$ cat config.mk
export PLATFORM = sky130hd
export DESIGN_NAME = iir_folded_flat
export DESIGN_NICKNAME = d
export VERILOG_FILES = /design/src/rtl/iir_folded_if.sv /design/src/rtl/iir_folded.sv /design/src/flat_wrapper.sv
export SDC_FILE = /design/constraint.sdc
export NUM_CORES = 1
export LEC_CHECK = 0
export CAP_MARGIN = 0
export CORE_MARGIN = 1
export CORE_UTILIZATION = 24
export DETAILED_ROUTE_END_ITERATION = 16
export DONT_BUFFER_PORTS = 1
export GPL_ROUTABILITY_DRIVEN = 0
export PLACE_DENSITY = 0.36
export SLEW_MARGIN = 20
export SYNTH_ARGS = -nofsm -noshare
export SYNTH_HDL_FRONTEND = slang
export SYNTH_SLANG_ARGS = --single-unit
$ cat constraint.sdc
create_clock -name clk -period 5.97 [get_ports clk]
set_clock_uncertainty 0.05 [all_clocks]
set_input_delay 1.194 -clock clk [delete_from_list [all_inputs] [get_ports clk]]
set_output_delay 1.194 -clock clk [all_outputs]
set_load 0.02 [all_outputs]
$ cat src/rtl/iir_folded_if.sv
// Stream bundle for the folded IIR: sample input channel and result output channel.
interface iir_folded_if #(
  parameter int W = 8
);
  logic [W-1:0] in_data;
  logic         in_valid;
  logic         in_ready;
  logic [W-1:0] out_data;
  logic         out_valid;
  logic         out_ready;

  modport master (
    output in_data,
    output in_valid,
    input  in_ready,
    input  out_data,
    input  out_valid,
    output out_ready
  );

  modport slave (
    input  in_data,
    input  in_valid,
    output in_ready,
    output out_data,
    output out_valid,
    input  out_ready
  );
endinterface

$ cat src/rtl/iir_folded.sv
// Folded IIR y[n] = a*x[n] + b*x[n-1] + c*y[n-1] + d*y[n-2], one shared multiplier,
// one term per cycle, modulo 2^W arithmetic throughout.
module iir_folded #(
  parameter int W    = 8,
  parameter int FOLD = 4
) (
  input  logic          clk,
  input  logic          rst_n,
  input  logic [W-1:0]  a,
  input  logic [W-1:0]  b,
  input  logic [W-1:0]  c,
  input  logic [W-1:0]  d,
  input  logic          flush,
  iir_folded_if.slave   bus
);

  localparam int SW = $clog2(FOLD);
  localparam logic [SW-1:0] LAST_STEP = SW'(FOLD - 1);

  typedef enum logic [1:0] {
    IDLE,
    MAC,
    OUT
  } state_e;

  state_e        state_q, state_d;
  logic [SW-1:0] step_q, step_d;
  logic [W-1:0]  acc_q, acc_d;
  logic [W-1:0]  x_q, x_d;
  logic [W-1:0]  a_q, a_d;
  logic [W-1:0]  b_q, b_d;
  logic [W-1:0]  c_q, c_d;
  logic [W-1:0]  d_q, d_d;
  logic [W-1:0]  x_1_q, x_1_d;
  logic [W-1:0]  y_1_q, y_1_d;
  logic [W-1:0]  y_2_q, y_2_d;
  logic [W-1:0]  out_data_q, out_data_d;
  logic          out_valid_q, out_valid_d;
  logic          in_ready_q, in_ready_d;

  logic [W-1:0]  coef_sel;
  logic [W-1:0]  oper_sel;
  logic [W-1:0]  product;
  logic [W-1:0]  acc_sum;

  // The step counter picks which coefficient/history pair feeds the shared multiplier.
  always_comb begin
    coef_sel = d_q;
    oper_sel = y_2_q;
    case (step_q)
      2'd0: begin
        coef_sel = a_q;
        oper_sel = x_q;
      end
      2'd1: begin
        coef_sel = b_q;
        oper_sel = x_1_q;
      end
      2'd2: begin
        coef_sel = c_q;
        oper_sel = y_1_q;
      end
      default: begin
        coef_sel = d_q;
        oper_sel = y_2_q;
      end
    endcase
    product = coef_sel * oper_sel;
    acc_sum = acc_q + product;
  end

  always_comb begin
    state_d     = state_q;
    step_d      = step_q;
    acc_d       = acc_q;
    x_d         = x_q;
    a_d         = a_q;
    b_d         = b_q;
    c_d         = c_q;
    d_d         = d_q;
    x_1_d       = x_1_q;
    y_1_d       = y_1_q;
    y_2_d       = y_2_q;
    out_data_d  = out_data_q;
    out_valid_d = out_valid_q;
    in_ready_d  = in_ready_q;

    case (state_q)
      IDLE: begin
        // Flush wins over a same-cycle accept, so that sample starts from zero history.
        if (flush) begin
          x_1_d = '0;
          y_1_d = '0;
          y_2_d = '0;
        end
        if (bus.in_valid && in_ready_q) begin
          x_d        = bus.in_data;
          a_d        = a;
          b_d        = b;
          c_d        = c;
          d_d        = d;
          acc_d      = '0;
          step_d     = '0;
          in_ready_d = 1'b0;
          state_d    = MAC;
        end
      end

      MAC: begin
        acc_d  = acc_sum;
        step_d = step_q + 1'b1;
        if (step_q == LAST_STEP) begin
          step_d      = '0;
          out_data_d  = acc_sum;
          out_valid_d = 1'b1;
          state_d     = OUT;
        end
      end

      OUT: begin
        // History only advances once the sink has taken the result.
        if (bus.out_ready) begin
          x_1_d       = x_q;
          y_2_d       = y_1_q;
          y_1_d       = out_data_q;
          out_valid_d = 1'b0;
          in_ready_d  = 1'b1;
          state_d     = IDLE;
        end
      end

      default: begin
        state_d     = IDLE;
        step_d      = '0;
        out_valid_d = 1'b0;
        in_ready_d  = 1'b1;
      end
    endcase
  end

  always_ff @(posedge clk or negedge rst_n) begin
    if (!rst_n) begin
      state_q     <= IDLE;
      step_q      <= '0;
      acc_q       <= '0;
      x_q         <= '0;
      a_q         <= '0;
      b_q         <= '0;
      c_q         <= '0;
      d_q         <= '0;
      x_1_q       <= '0;
      y_1_q       <= '0;
      y_2_q       <= '0;
      out_data_q  <= '0;
      out_valid_q <= 1'b0;
      in_ready_q  <= 1'b1;
    end else begin
      state_q     <= state_d;
      step_q      <= step_d;
      acc_q       <= acc_d;
      x_q         <= x_d;
      a_q         <= a_d;
      b_q         <= b_d;
      c_q         <= c_d;
      d_q         <= d_d;
      x_1_q       <= x_1_d;
      y_1_q       <= y_1_d;
      y_2_q       <= y_2_d;
      out_data_q  <= out_data_d;
      out_valid_q <= out_valid_d;
      in_ready_q  <= in_ready_d;
    end
  end

  assign bus.in_ready  = in_ready_q;
  assign bus.out_data  = out_data_q;
  assign bus.out_valid = out_valid_q;

endmodule

$ cat src/flat_wrapper.sv
// flat-port wrapper written by rule: the top's interface ports become plain ports
module iir_folded_flat 
#(
  parameter int W    = 8,
  parameter int FOLD = 4
)
  (clk, rst_n, a, b, c, d, flush, bus_in_data, bus_in_valid, bus_in_ready, bus_out_data, bus_out_valid, bus_out_ready);
  iir_folded_if #(.W(W)) bus_i ();
  input  logic clk;
  input  logic rst_n;
  input  logic [W-1:0] a;
  input  logic [W-1:0] b;
  input  logic [W-1:0] c;
  input  logic [W-1:0] d;
  input  logic flush;
  input wire logic [$bits(bus_i.in_data)-1:0] bus_in_data;
  input wire logic [$bits(bus_i.in_valid)-1:0] bus_in_valid;
  output wire logic [$bits(bus_i.in_ready)-1:0] bus_in_ready;
  output wire logic [$bits(bus_i.out_data)-1:0] bus_out_data;
  output wire logic [$bits(bus_i.out_valid)-1:0] bus_out_valid;
  input wire logic [$bits(bus_i.out_ready)-1:0] bus_out_ready;
  assign bus_i.in_data = bus_in_data;
  assign bus_i.in_valid = bus_in_valid;
  assign bus_in_ready = bus_i.in_ready;
  assign bus_out_data = bus_i.out_data;
  assign bus_out_valid = bus_i.out_valid;
  assign bus_i.out_ready = bus_out_ready;
  iir_folded #(.W(W), .FOLD(FOLD)) u_core (.clk(clk), .rst_n(rst_n), .a(a), .b(b), .c(c), .d(d), .flush(flush), .bus(bus_i));
endmodule
After elaboration in Yosys (flattened, before gate mapping)
Index checks and enable logic that the tools add are counted.
{ "op_classes": {"add_sub_neg": 2, "n_mul": 1, "n_eq_ne": 9, "mux": 24, "bitwise": 3, "n_reduce_logical": 13} }
{ "ops": {"columns": ["operator", "n"], "rows": [
  ["one-hot mux 8 bit (2 select lines)", 4],
  ["one-hot mux 8 bit (3 select lines)", 2],
  ["two-way mux 8 bit", 5],
  ["one-hot mux 2 bit (3 select lines)", 2],
  ["AND reduction 3 bit", 4],
  ["two-way mux 2 bit", 5],
  ["adder 8 bit", 1],
  ["multiplier 8 x 8 -> 8 bit", 1],
  ["AND reduction 2 bit", 4],
  ["== test 2 bit, second input constant", 3],
  ["one-hot mux 1 bit (3 select lines)", 2],
  ["== test 2 x 1 -> 1 bit, second input constant", 2],
  ["zero test 2 bit", 2],
  ["two-way mux 1 bit", 4],
  ["!= test 2 x 1 -> 1 bit, second input constant", 2],
  ["!= test 2 bit, second input constant", 2],
  ["nonzero test 2 bit", 2],
  ["inverter 1 bit", 3],
  ["adder 2 x 1 -> 2 bit, second input constant", 1],
  ["logical AND 1 bit", 1]
]} }
{ "totals": {"register_bits": 86, "inputBits": 45, "out_inout_bits": 10, "wordCells": 66} }

Longest topological paths before layout
Gate-level depths: netlist of run 1.
{ "logic_depth": {"depth_word": 5, "ltp_mapped": 22, "mapped_depth_nobuf": 21} }

Worst setup path before layout of run 1
Ideal clock, no wire load.
{ "synth_timing": {"kind": "flip-flop to flip-flop", "from": "register u_core.step_q[0]", "to": "register u_core.acc_q[7]", "setup_time_ns": 0.082, "arrival_time_ns": 4.929, "t_required_ns": 5.838, "slack_ns": 0.910, "path_stages_with_launch": 19, "n_path_buf": 2, "synth_period_minus_slack_ns": 5.060, "cell_sequence": "dfrtp_1 -> ha_1 -> inv_1 -> clkbuf_1 -> clkbuf_1 -> mux2i_1 -> nand2_1 -> fa_1 -> inv_1 -> fa_1 -> inv_1 -> fa_1 -> fa_1 -> inv_1 -> ha_1 -> a21oi_1 -> xor2_1 -> xnor3_1 -> o22ai_2"} }
{ "synth_via": {"elab_chain_len": 5, "word_cells_on_any_way": 8, "cone_classes": "1 x add/sub; 1 x mul; 2 x eq/ne; 3 x mux; 1 x reduce/logical"} }
{ "synth_rtl": {"columns": ["item", "line", "source"], "rows": [
  ["start, declared", "iir_folded.sv:27", "logic [SW-1:0] step_q, step_d;"],
  ["start signal, assigned", "iir_folded.sv:159", "step_q <= step_d;"],
  ["== test 2 bit, or another cell as far along", "iir_folded.sv:50", "case (step_q)"],
  ["one-hot mux 8 bit (3 select lines)", "iir_folded.sv:50", null],
  ["multiplier 8 x 8 -> 8 bit (*)", "iir_folded.sv:68", "product = coef_sel * oper_sel;"],
  ["adder 8 bit (*)", "iir_folded.sv:69", "acc_sum = acc_q + product;"],
  ["one-hot mux 8 bit (2 select lines) (*)", "iir_folded.sv:88", "case (state_q)"],
  ["end signal, assigned", "iir_folded.sv:145", "acc_q <= '0;"],
  ["end signal, assigned", "iir_folded.sv:160", "acc_q <= acc_d;"],
  ["end, declared", "iir_folded.sv:28", "logic [W-1:0] acc_q, acc_d;"]
]} }
Mark *: on every way between the ends. The rest lies on a longest branch, timed or not.
A chain may end at the register's enable or synchronous reset.

Final worst setup path of run 1
Ends and elaborated chain as after synthesis.

==> results of run 1 <==
-- layer usage --
metal	track usage, %	share of wire [%]	routed length, µm
met5	0	0	0
met4	4.703	0.90	112
met2	21.13	50	6214
met3	2.466	3.1	383
met1	17.32	46	5695
-- worst paths after layout --
path                                       start             endpoint  slack (ns)
worst max-delay path            u_core.step_q[0]      u_core.acc_q[7]        0.45
min in group asynchronous                  rst_n        u_core.d_q[3]        0.49
max in group asynchronous                  rst_n  u_core.bus.in_ready        5.13
worst max register to register  u_core.step_q[0]      u_core.acc_q[7]        0.45
worst min-delay path             u_core.x_1_q[4]      u_core.x_1_q[4]        0.42
worst min register to register   u_core.x_1_q[4]      u_core.x_1_q[4]        0.42
-- layout by cell type (no fill, tap or decap), types with 3 or more instances in the layout --
cell	synthesis	layout
xnor2_1	7	7
a222oi_1	16	16
clkbuf_16	0	9
o31ai_1	9	9
xor2_1	6	6
a21oi_1	9	9
dfrtp_1	85	85
mux2i_1	4	3
ha_1	21	20
fa_1	18	18
inv_1	44	44
and2_1	4	4
a21o_1	3	3
nand2_1	80	80
nor2b_1	5	5
o22ai_1	3	3
buf_4	2	8
clkinvlp_4	0	3
nor2_1	17	17
nand3_1	30	30
o21ai_0	16	16
mux2_2	43	43
nand2b_1	4	4
-- synthesized netlist by cell type, drive strengths merged --
library cell,n
a21boi,1
a21o,3
a21oi,9
a222oi,16
a22o,1
a31oi,1
and2,4
buf,3
clkbuf,21
dfrtp,85
dfstp,1
fa,18
ha,21
inv,44
mux2,43
mux2i,4
nand2,80
nand2b,4
nand3,30
nor2,17
nor2b,5
nor3,3
o21ai,18
o22ai,4
o31ai,9
or2,1
xnor2,8
xnor3,2
xor2,6
-- cell type report --
type	count	area share, %
clock buffers	10	4.247
clock inverters	6	1.160
inverters	44	3.063
multi-input cells	308	44.33
flip-flops and latches	86	39.94
well taps	265	6.150
repair buffers	8	1.114
-- repair_timing --
item / in CTS / in global routing
hold endpoints to repair: 0 / 0
setup endpoints to repair: 0 / 2
gates resized for setup: 0 / 2
-- critical path: stages (launching register included) --
cell	delay, ns
dfrtp_1	0.41
inv_1	0.09
ha_1	0.42
buf_4	0.24
a222oi_1	0.49
mux2i_1	0.20
and2_1	0.22
fa_1	0.54
fa_1	0.42
ha_1	0.29
inv_1	0.05
fa_1	0.53
inv_1	0.04
ha_1	0.32
a21o_1	0.19
a21oi_1	0.18
xor2_1	0.17
xnor3_1	0.44
o22ai_2	0.14
-- metrics by stage --
step | worst slack [ns] | instance area [µm²] | util [%] | std cells
4_1_cts | 0.3488 | 5385 | 27.58 | 727
3_5_place_dp | 0.3759 | 5094 | 26.09 | 711
3_3_place_gp | 0.4098 | 5094 | 26.09 | 711
6_report | 0.4500 | 5391 | 27.61 | 727
5_1_grt | 0.05496 | 5391 | 27.61 | 727
2_1_floorplan | 0.9096 | 4802 | - | 462
-- logic make-up after synthesis --
kind of cell | after synthesis | synth area share, %
xor+xnor | 16 | 3.648
buf+inv | 68 | 5.628
compound gates | 62 | 9.145
simple gates | 144 | 12.84
fa+ha+maj | 39 | 12.98
flops | 86 | 44.84
mux | 47 | 10.92
-- registers in the layout, indices dropped and copies added, names as in the netlist --
register              cells
u_core.c_q                8
u_core.x_1_q              8
u_core.bus.in_ready       1
u_core.a_q                8
u_core.step_q             2
u_core.acc_q              8
u_core.b_q                8
u_core.d_q                8
u_core.state_q            2
u_core.y_1_q              8
u_core.x_q                8
u_core.bus.out_data       8
u_core.y_2_q              8
u_core.bus.out_valid      1
-- power groups by stage --
| stage | registers (W) | clock network (W) | logic [W] |
|---|---|---|---|
| 4_1_cts | 0.000984 | 0.000576 | 0.00162 |
| 5_1_grt | 0.00101 | 0.000597 | 0.00179 |
| 6_report | 0.000977 | 0.000552 | 0.00157 |
| 3_5_place_dp | 0.000993 | 0 | 0.00161 |
| 2_1_floorplan | 0.000901 | 0 | 0.00118 |
| 3_3_place_gp | 0.000994 | 0 | 0.00161 |
==> results_dict.tcl, run 1 <==
set metrics [dict create \
    start_util_pct 24.59 \
    grt.total_usage_pct 13.06 \
    post_cts.repair.setup_buffers 0 \
    chipWidth_um 143.5 \
    worst_pin_slew_ns 0.6456 \
    period_share_pct 92.46 \
    cts_root_buf "clkbuf_16" \
    multiInputGateArea_um2 2390 \
    drt_iter0_markers 201 \
    internal-power_w 0.001759 \
    combPwrFrac_pct 50.7 \
    ir_worst_vdd_mv 0.1666 \
    cp-start-kind "flip-flop" \
    io_buffers 0 \
    clkSinkCount 86 \
    seqCellArea_um2 2153 \
    ys_seq_area_share_pct 44.84 \
    tritoncts "done" \
    ys_warn_count 0 \
    first_pass_iters 6 \
    max_freq_ghz 0.1812 \
    synth.cell_area_um2 4802 \
    die_area_um2 20580 \
    htree_levels 3 \
    post-route-min-period_ns 5.520 \
    fp.dieH_um 143.5 \
    io_pins 55 \
    final_nets 541 \
    grt_overflow_total 0 \
    p_leak_nw 2.564 \
    yosysTopAreaCell "dfrtp_1" \
    yosys.area.top_type_share_pct 44.29 \
    core_area_um2 19530 \
    ys_ff_latch 86 \
    grt_setup_unrepaired "no" \
    hold_viol_final 0 \
    path_clk_slew_ns 0.06 \
    slew_viol_final 0 \
    avgSynthCellArea_um2 10.39 \
    maxSlewHeadroom_pct 56.96 \
    clkPwrFrac_pct 17.8 \
    setup_viol 0 \
    cts_buffers 9 \
    grt_max_degree 87 \
    power.switching_w 0.001340 \
    num_vias 3217 \
    drive_above_1_share_pct 15.80 \
    crit_fanout 15 \
    p_per_area_nw_per_um2 574.9 \
    p_seq_share_pct 31.5 \
    cap_viol_max_count 0 \
    n_fill_cell 2110 \
    drtAntennaViolNets 0 \
    end_kind "flip-flop" \
    arrival_ns 5.73 \
    holdPathStages 2 \
    hp-class "flip-flop to flip-flop" \
    grt_pass1_vias 3291 \
    crit_required_ns 6.18 \
    drt-total-wl_um 12410 \
    fin_total_pwr_w 0.003099 \
    grt_pass1_wl_um 19640 \
    wl_per_cell_um 17.06 \
    synth_cells 462 \
    finalHoldWorstSlack_ns 0.4162 \
    status "finished clean" \
    tns_ns 0 \
    cts_hold_buffers 0 \
    critPathKind "flip-flop to flip-flop" \
    synth_cell_types 33 \
    synth_nets 546 \
    rows 51 \
    grt_antenna_before_repair 0 \
    area_growth_pct 12.27 \
    via_per_inst 4.425 \
    insertion_delay_ns 0.34 \
    cts_buffer_depth 2 \
    synth_area_leaders "dfrtp_1 (44%), mux2_2 (10%), fa_1 (7.5%)" \
    antenna_cells 0 \
    route.detailed.drc 0 \
    ff2ff_path_depth 18 \
    dp_hpwl_um 9320 \
    switching_share_pct 43.24 \
]
No activity file was read; power rests on OpenSTA's default activity.
==> run 2, diff against run 1 <==
- PLACE_DENSITY: 0.36 -> 0.39
==> results_dict.tcl, run 2 (same netlist as run 1, synthesis figures left out) <==
set metrics [dict create \
    hp-class "flip-flop to flip-flop" \
    combPwrFrac_pct 50.9 \
    final_cell_mix "dfrtp_1 (85), nand2_1 (80), inv_1 (44)" \
    insertion_delay_ns 0.35 \
    end_kind "flip-flop" \
    grt_use_met1_pct 17.16 \
    antenna_cells 0 \
    worst_pin_slew_ns 0.6904 \
    slew_viol_final 0 \
    drt-total-wl_um 12410 \
    holdPathStages 2 \
    fp.dieH_um 143.5 \
    num_vias 3263 \
    cts_hold_buffers 0 \
    slowest_stage "a222oi_1" \
    cts_buffer_depth 2 \
    crit_required_ns 6.19 \
    dp_hpwl_um 9254 \
    grt_setup_unrepaired "no" \
    die_area_um2 20580 \
    final_nets 543 \
    tns_ns 0 \
    grt_antenna_before_repair 0 \
    grt.total_usage_pct 13.17 \
    tritoncts "done" \
    io_buffers 0 \
    critPathKind "flip-flop to flip-flop" \
    p_leak_nw 2.580 \
    status "finished clean" \
    cpPeakStageDelay_ns 0.64 \
    htree_levels 3 \
    clkPwrFrac_pct 17.6 \
    chipWidth_um 143.5 \
    first_pass_iters 5 \
    r2r_start "u_core.step_q[0]" \
    use_met2_pct 21.79 \
    arrival_ns 5.73 \
    drtAntennaViolNets 0 \
    power.switching_w 0.001341 \
    r2r-end "u_core.acc_q[7]" \
    hold_viol_final 0 \
    cp_cell_sequence "inv_1 > ha_1 > a222oi_1 > mux2i_1 > and2_1 > fa_1 > fa_1 > ha_1 > inv_1 > fa_1 > inv_1 > ha_1 > a21o_1 > a21oi_1 > xor2_1 > xnor3_1 > o22ai_2" \
    cap_viol_max_count 0 \
    cts_root_buf "clkbuf_16" \
    io_pins 55 \
    period_share_pct 92.29 \
    cts_buffers 9 \
    hold_start "u_core.x_1_q[3]" \
    grt.met3_usage_pct 2.266 \
    max_freq_ghz 0.1815 \
    hold_end "u_core.x_1_q[3]" \
    p_per_area_nw_per_um2 568.6 \
    ir_worst_vdd_mv 0.1234 \
    area_growth_pct 12.27 \
    drive_above_1_share_pct 15.95 \
    post_cts.repair.setup_buffers 0 \
    maxSlewHeadroom_pct 53.88 \
    switching_share_pct 43.73 \
    grt_pass1_vias 3416 \
    ff2ff_path_depth 17 \
    crit_fanout 16 \
    clkSinkCount 86 \
    p_seq_share_pct 31.5 \
    route.detailed.drc 0 \
    start_util_pct 24.59 \
    setup_viol 0 \
    grt_overflow_total 0 \
    finalHoldWorstSlack_ns 0.4212 \
    cp-start-kind "flip-flop" \
    cts.repair.resized 0 \
    post-route-min-period_ns 5.510 \
    via_per_inst 4.476 \
    path_clk_slew_ns 0.07 \
    wl_per_cell_um 17.02 \
    grt_pass1_wl_um 19970 \
    internal-power_w 0.001725 \
    grt_max_degree 87 \
    core_area_um2 19530 \
    final_common_cell "dfrtp_1" \
    rows 51 \
    drt_iter0_markers 229 \
    busiest_layer "met2" \
    r2r_slack_ns 0.46 \
]
[run 2: area by class of cell]
class,count,area [µm²]
clock buffer,9,225.2
clock inverter,7,57.56
fill,2099,14130
inverter,44,165.2
multi-input combinational,308,2384
sequential,86,2153
tap,265,331.6
timing repair buffer,10,75.07
[run 2: power by group through the flow]
stage | clock [W] | sequential (W) | combinational, W
2_1_floorplan | 0 | 0.000901 | 0.00118
3_3_place_gp | 0 | 0.000981 | 0.00156
3_5_place_dp | 0 | 0.000978 | 0.00159
4_1_cts | 0.000559 | 0.000969 | 0.00160
5_1_grt | 0.000583 | 0.000990 | 0.00180
6_report | 0.000540 | 0.000966 | 0.00156
[run 2: metal layers]
layer	part of all wire (%)	routed length [µm]
met1	46	5676
met2	51	6286
met3	2.1	264
met4	1.5	183
met5	0	0
[run 2: how the worst max path moves through the flow]
stage / slack (ns) / start / to / depth (start not counted)
6_report: 0.46 / u_core.step_q[0] / u_core.acc_q[7] / 17
5_1_grt: 0.06 / u_core.step_q[0] / u_core.bus.out_data[7] / 19
4_1_cts: 0.35 / u_core.step_q[0] / u_core.acc_q[7] / 20
3_5_place_dp: 0.37 / u_core.step_q[0] / u_core.acc_q[7] / 20
3_3_place_gp: 0.45 / u_core.step_q[0] / u_core.acc_q[7] / 20
2_1_floorplan: 0.91 / u_core.step_q[0] / u_core.acc_q[7] / 18
[run 2: worst max-delay path, delay by kind of cell (launching register included)]
family | cells | cell delay, ns
xor gates and xnor gates | 2 | 0.65
DFF | 1 | 0.42
adders and majority gates | 6 | 2.53
AOI/OAI and AO/OA | 4 | 1.16
muxes | 1 | 0.22
and+or+nand+nor | 1 | 0.23
buffers and inverters | 3 | 0.18
[run 2: through the flow]
| step | instances | power, W | setup WS, ns | instance area (µm²) | util, % |
|---|---|---|---|---|---|
| 2_1_floorplan | 462 | 0.002081 | 0.9096 | 4802 | - |
| 3_3_place_gp | 712 | 0.002540 | 0.4471 | 5101 | 26.12 |
| 3_5_place_dp | 712 | 0.002565 | 0.3667 | 5101 | 26.12 |
| 4_1_cts | 728 | 0.003124 | 0.3527 | 5384 | 27.57 |
| 5_1_grt | 729 | 0.003370 | 0.06085 | 5391 | 27.61 |
| 6_report | 729 | 0.003065 | 0.4604 | 5391 | 27.61 |
==> run 3, diff against run 2 <==
- CAP_MARGIN: 0 -> not set
- CORE_UTILIZATION: 24 -> 60
- PLACE_DENSITY: 0.39 -> 0.78
==> results_dict.tcl, run 3 (same netlist as run 1, synthesis figures left out) <==
set metrics [dict create \
    hold_end "u_core.x_1_q[7]" \
    drt_iter0_markers 304 \
    slew_viol_final 0 \
    arrival_ns 5.95 \
    drtAntennaViolNets 0 \
    worst_pin_slew_ns 0.7332 \
    hp-class "flip-flop to flip-flop" \
    chipWidth_um 91.46 \
    grt_setup_unrepaired "no" \
    path_clk_slew_ns 0.10 \
    critPathKind "flip-flop to flip-flop" \
    cpPeakStageDelay_ns 0.60 \
    crit_fanout 16 \
    grt_pass1_vias 3455 \
    cp_cell_sequence "inv_1 > ha_1 > a222oi_1 > mux2i_1 > nand2_1 > fa_1 > inv_1 > fa_1 > inv_1 > fa_1 > fa_1 > inv_1 > ha_1 > a21oi_1 > xor2_1 > xnor3_1 > o22ai_2" \
    r2r_start "u_core.step_q[0]" \
    htree_levels 3 \
    start_util_pct 62.14 \
    cts_hold_buffers 0 \
    first_pass_iters 6 \
    grt_pass1_wl_um 17240 \
    status "finished clean" \
    crit_required_ns 6.21 \
    cap_viol_max_count 0 \
    wl_per_cell_um 18.50 \
    placed_cells 544 \
    antenna_cells 0 \
    wl_met2_um 5130 \
    post_cts.repair.setup_buffers 0 \
    io_pins 55 \
    route.detailed.drc 0 \
    grt_antenna_before_repair 0 \
    holdPathStages 2 \
    p_leak_nw 2.518 \
    maxSlewHeadroom_pct 51.12 \
    slowest_stage "mux2i_1" \
    final_nets 537 \
    clkSinkCount 86 \
    cp-start-kind "flip-flop" \
    tritoncts "done" \
    hold_start "u_core.x_1_q[7]" \
    n_fill_cell 620 \
    core_area_um2 7727 \
    top_layer "met4" \
    cts_buffer_depth 2 \
    worstSetupStartpoint "u_core.step_q[0]" \
    post-route-min-period_ns 5.707 \
    rows 32 \
    insertion_delay_ns 0.37 \
    dp_hpwl_um 7466 \
    finalHoldWorstSlack_ns 0.4285 \
    grt_overflow_total 0 \
    cts_root_buf "clkbuf_8" \
    hold_viol_final 0 \
    drt-total-wl_um 10360 \
    num_vias 3378 \
    p_per_area_nw_per_um2 584.7 \
    wl_met3_um 656 \
    max_freq_ghz 0.1752 \
    die_area_um2 8365 \
    r2r_slack_ns 0.26 \
    final_common_cell "dfrtp_1" \
    via_per_inst 6.032 \
    ir_worst_vdd_mv 0.2613 \
    final_cell_mix "dfrtp_1 (85), nand2_1 (80), inv_1 (44)" \
    period_share_pct 95.60 \
    drive_above_1_share_pct 14.63 \
    final_cells 560 \
    cts.repair.resized 0 \
    fin_total_pwr_w 0.002962 \
    setup_viol 0 \
    io_buffers 0 \
    grt_max_degree 87 \
    ff2ff_path_depth 17 \
    tns_ns 0 \
    wl_met1_um 4329 \
    r2r-end "u_core.acc_q[7]" \
    area_growth_pct 5.472 \
    grt.total_usage_pct 27.16 \
    cts_buffers 9 \
    end_kind "flip-flop" \
    fp.dieH_um 91.46 \
]
[run 3: changes by cell type in the layout (fill, tap and decap cells not counted), sizes merged]
cell,change
clkbuf,+1
clkinvlp,-1
buf,-6
inv,+1
clkinv,-2
bufinv,+1
[run 3: critical path, delay by kind of cell (launching register included)]
kind | cells | cell delay [ns]
mux | 1 | 0.60
compound gates | 3 | 0.59
xor+xnor | 2 | 0.60
flops | 1 | 0.43
simple gates | 1 | 0.14
fa+ha+maj | 6 | 2.96
buf+inv | 4 | 0.24
[run 3: power by group]
part / leakage [nW] / internal (W) / total (W) / switching [W]
registers: 1.12 / 0.000777 / 0.000957 / 0.000180
logic: 1.30 / 0.000644 / 0.00157 / 0.000924
clock network: 0.101 / 0.000203 / 0.000436 / 0.000234
total: 2.52 / 0.00162 / 0.00296 / 0.00134
[run 3: worst max-delay path by stage]
| stage | to | slack (ns) |
|---|---|---|
| floorplan | u_core.acc_q[7] | 0.91 |
| global placement | u_core.acc_q[7] | 0.50 |
| detailed placement | u_core.acc_q[7] | 0.37 |
| CTS | u_core.acc_q[7] | 0.31 |
| global route | u_core.acc_q[7] | 0.03 |
| finish | u_core.acc_q[7] | 0.26 |
[run 3: layout make-up]
type	count	area (µm²)	share of cell area, %
multi-input cells	308	2384	47.06
well taps	102	127.6	2.520
clock inverters	6	77.57	1.532
flip-flops and latches	86	2153	42.51
inverters	44	165.2	3.261
clock buffers	10	127.6	2.520
repair buffers	4	30.03	0.5929
[run 3: layer usage]
| metal | global-route usage [%] | up-vias |
|---|---|---|
| li1 | - | 1545 |
| met1 | 35.70 | 1692 |
| met2 | 43.98 | 114 |
| met3 | 6.700 | 27 |
| met4 | 9.656 | 0 |
| met5 | 0 | - |
[run 3: metrics by stage]
stage               util [%]  area [µm²]  worst slack (ns)
CTS                    65.54        5065            0.3147
finish                 65.54        5065            0.2626
global placement       62.89        4860            0.4965
detailed placement     62.89        4860            0.3690
global route           65.54        5065           0.02646
floorplan                  -        4802            0.9096
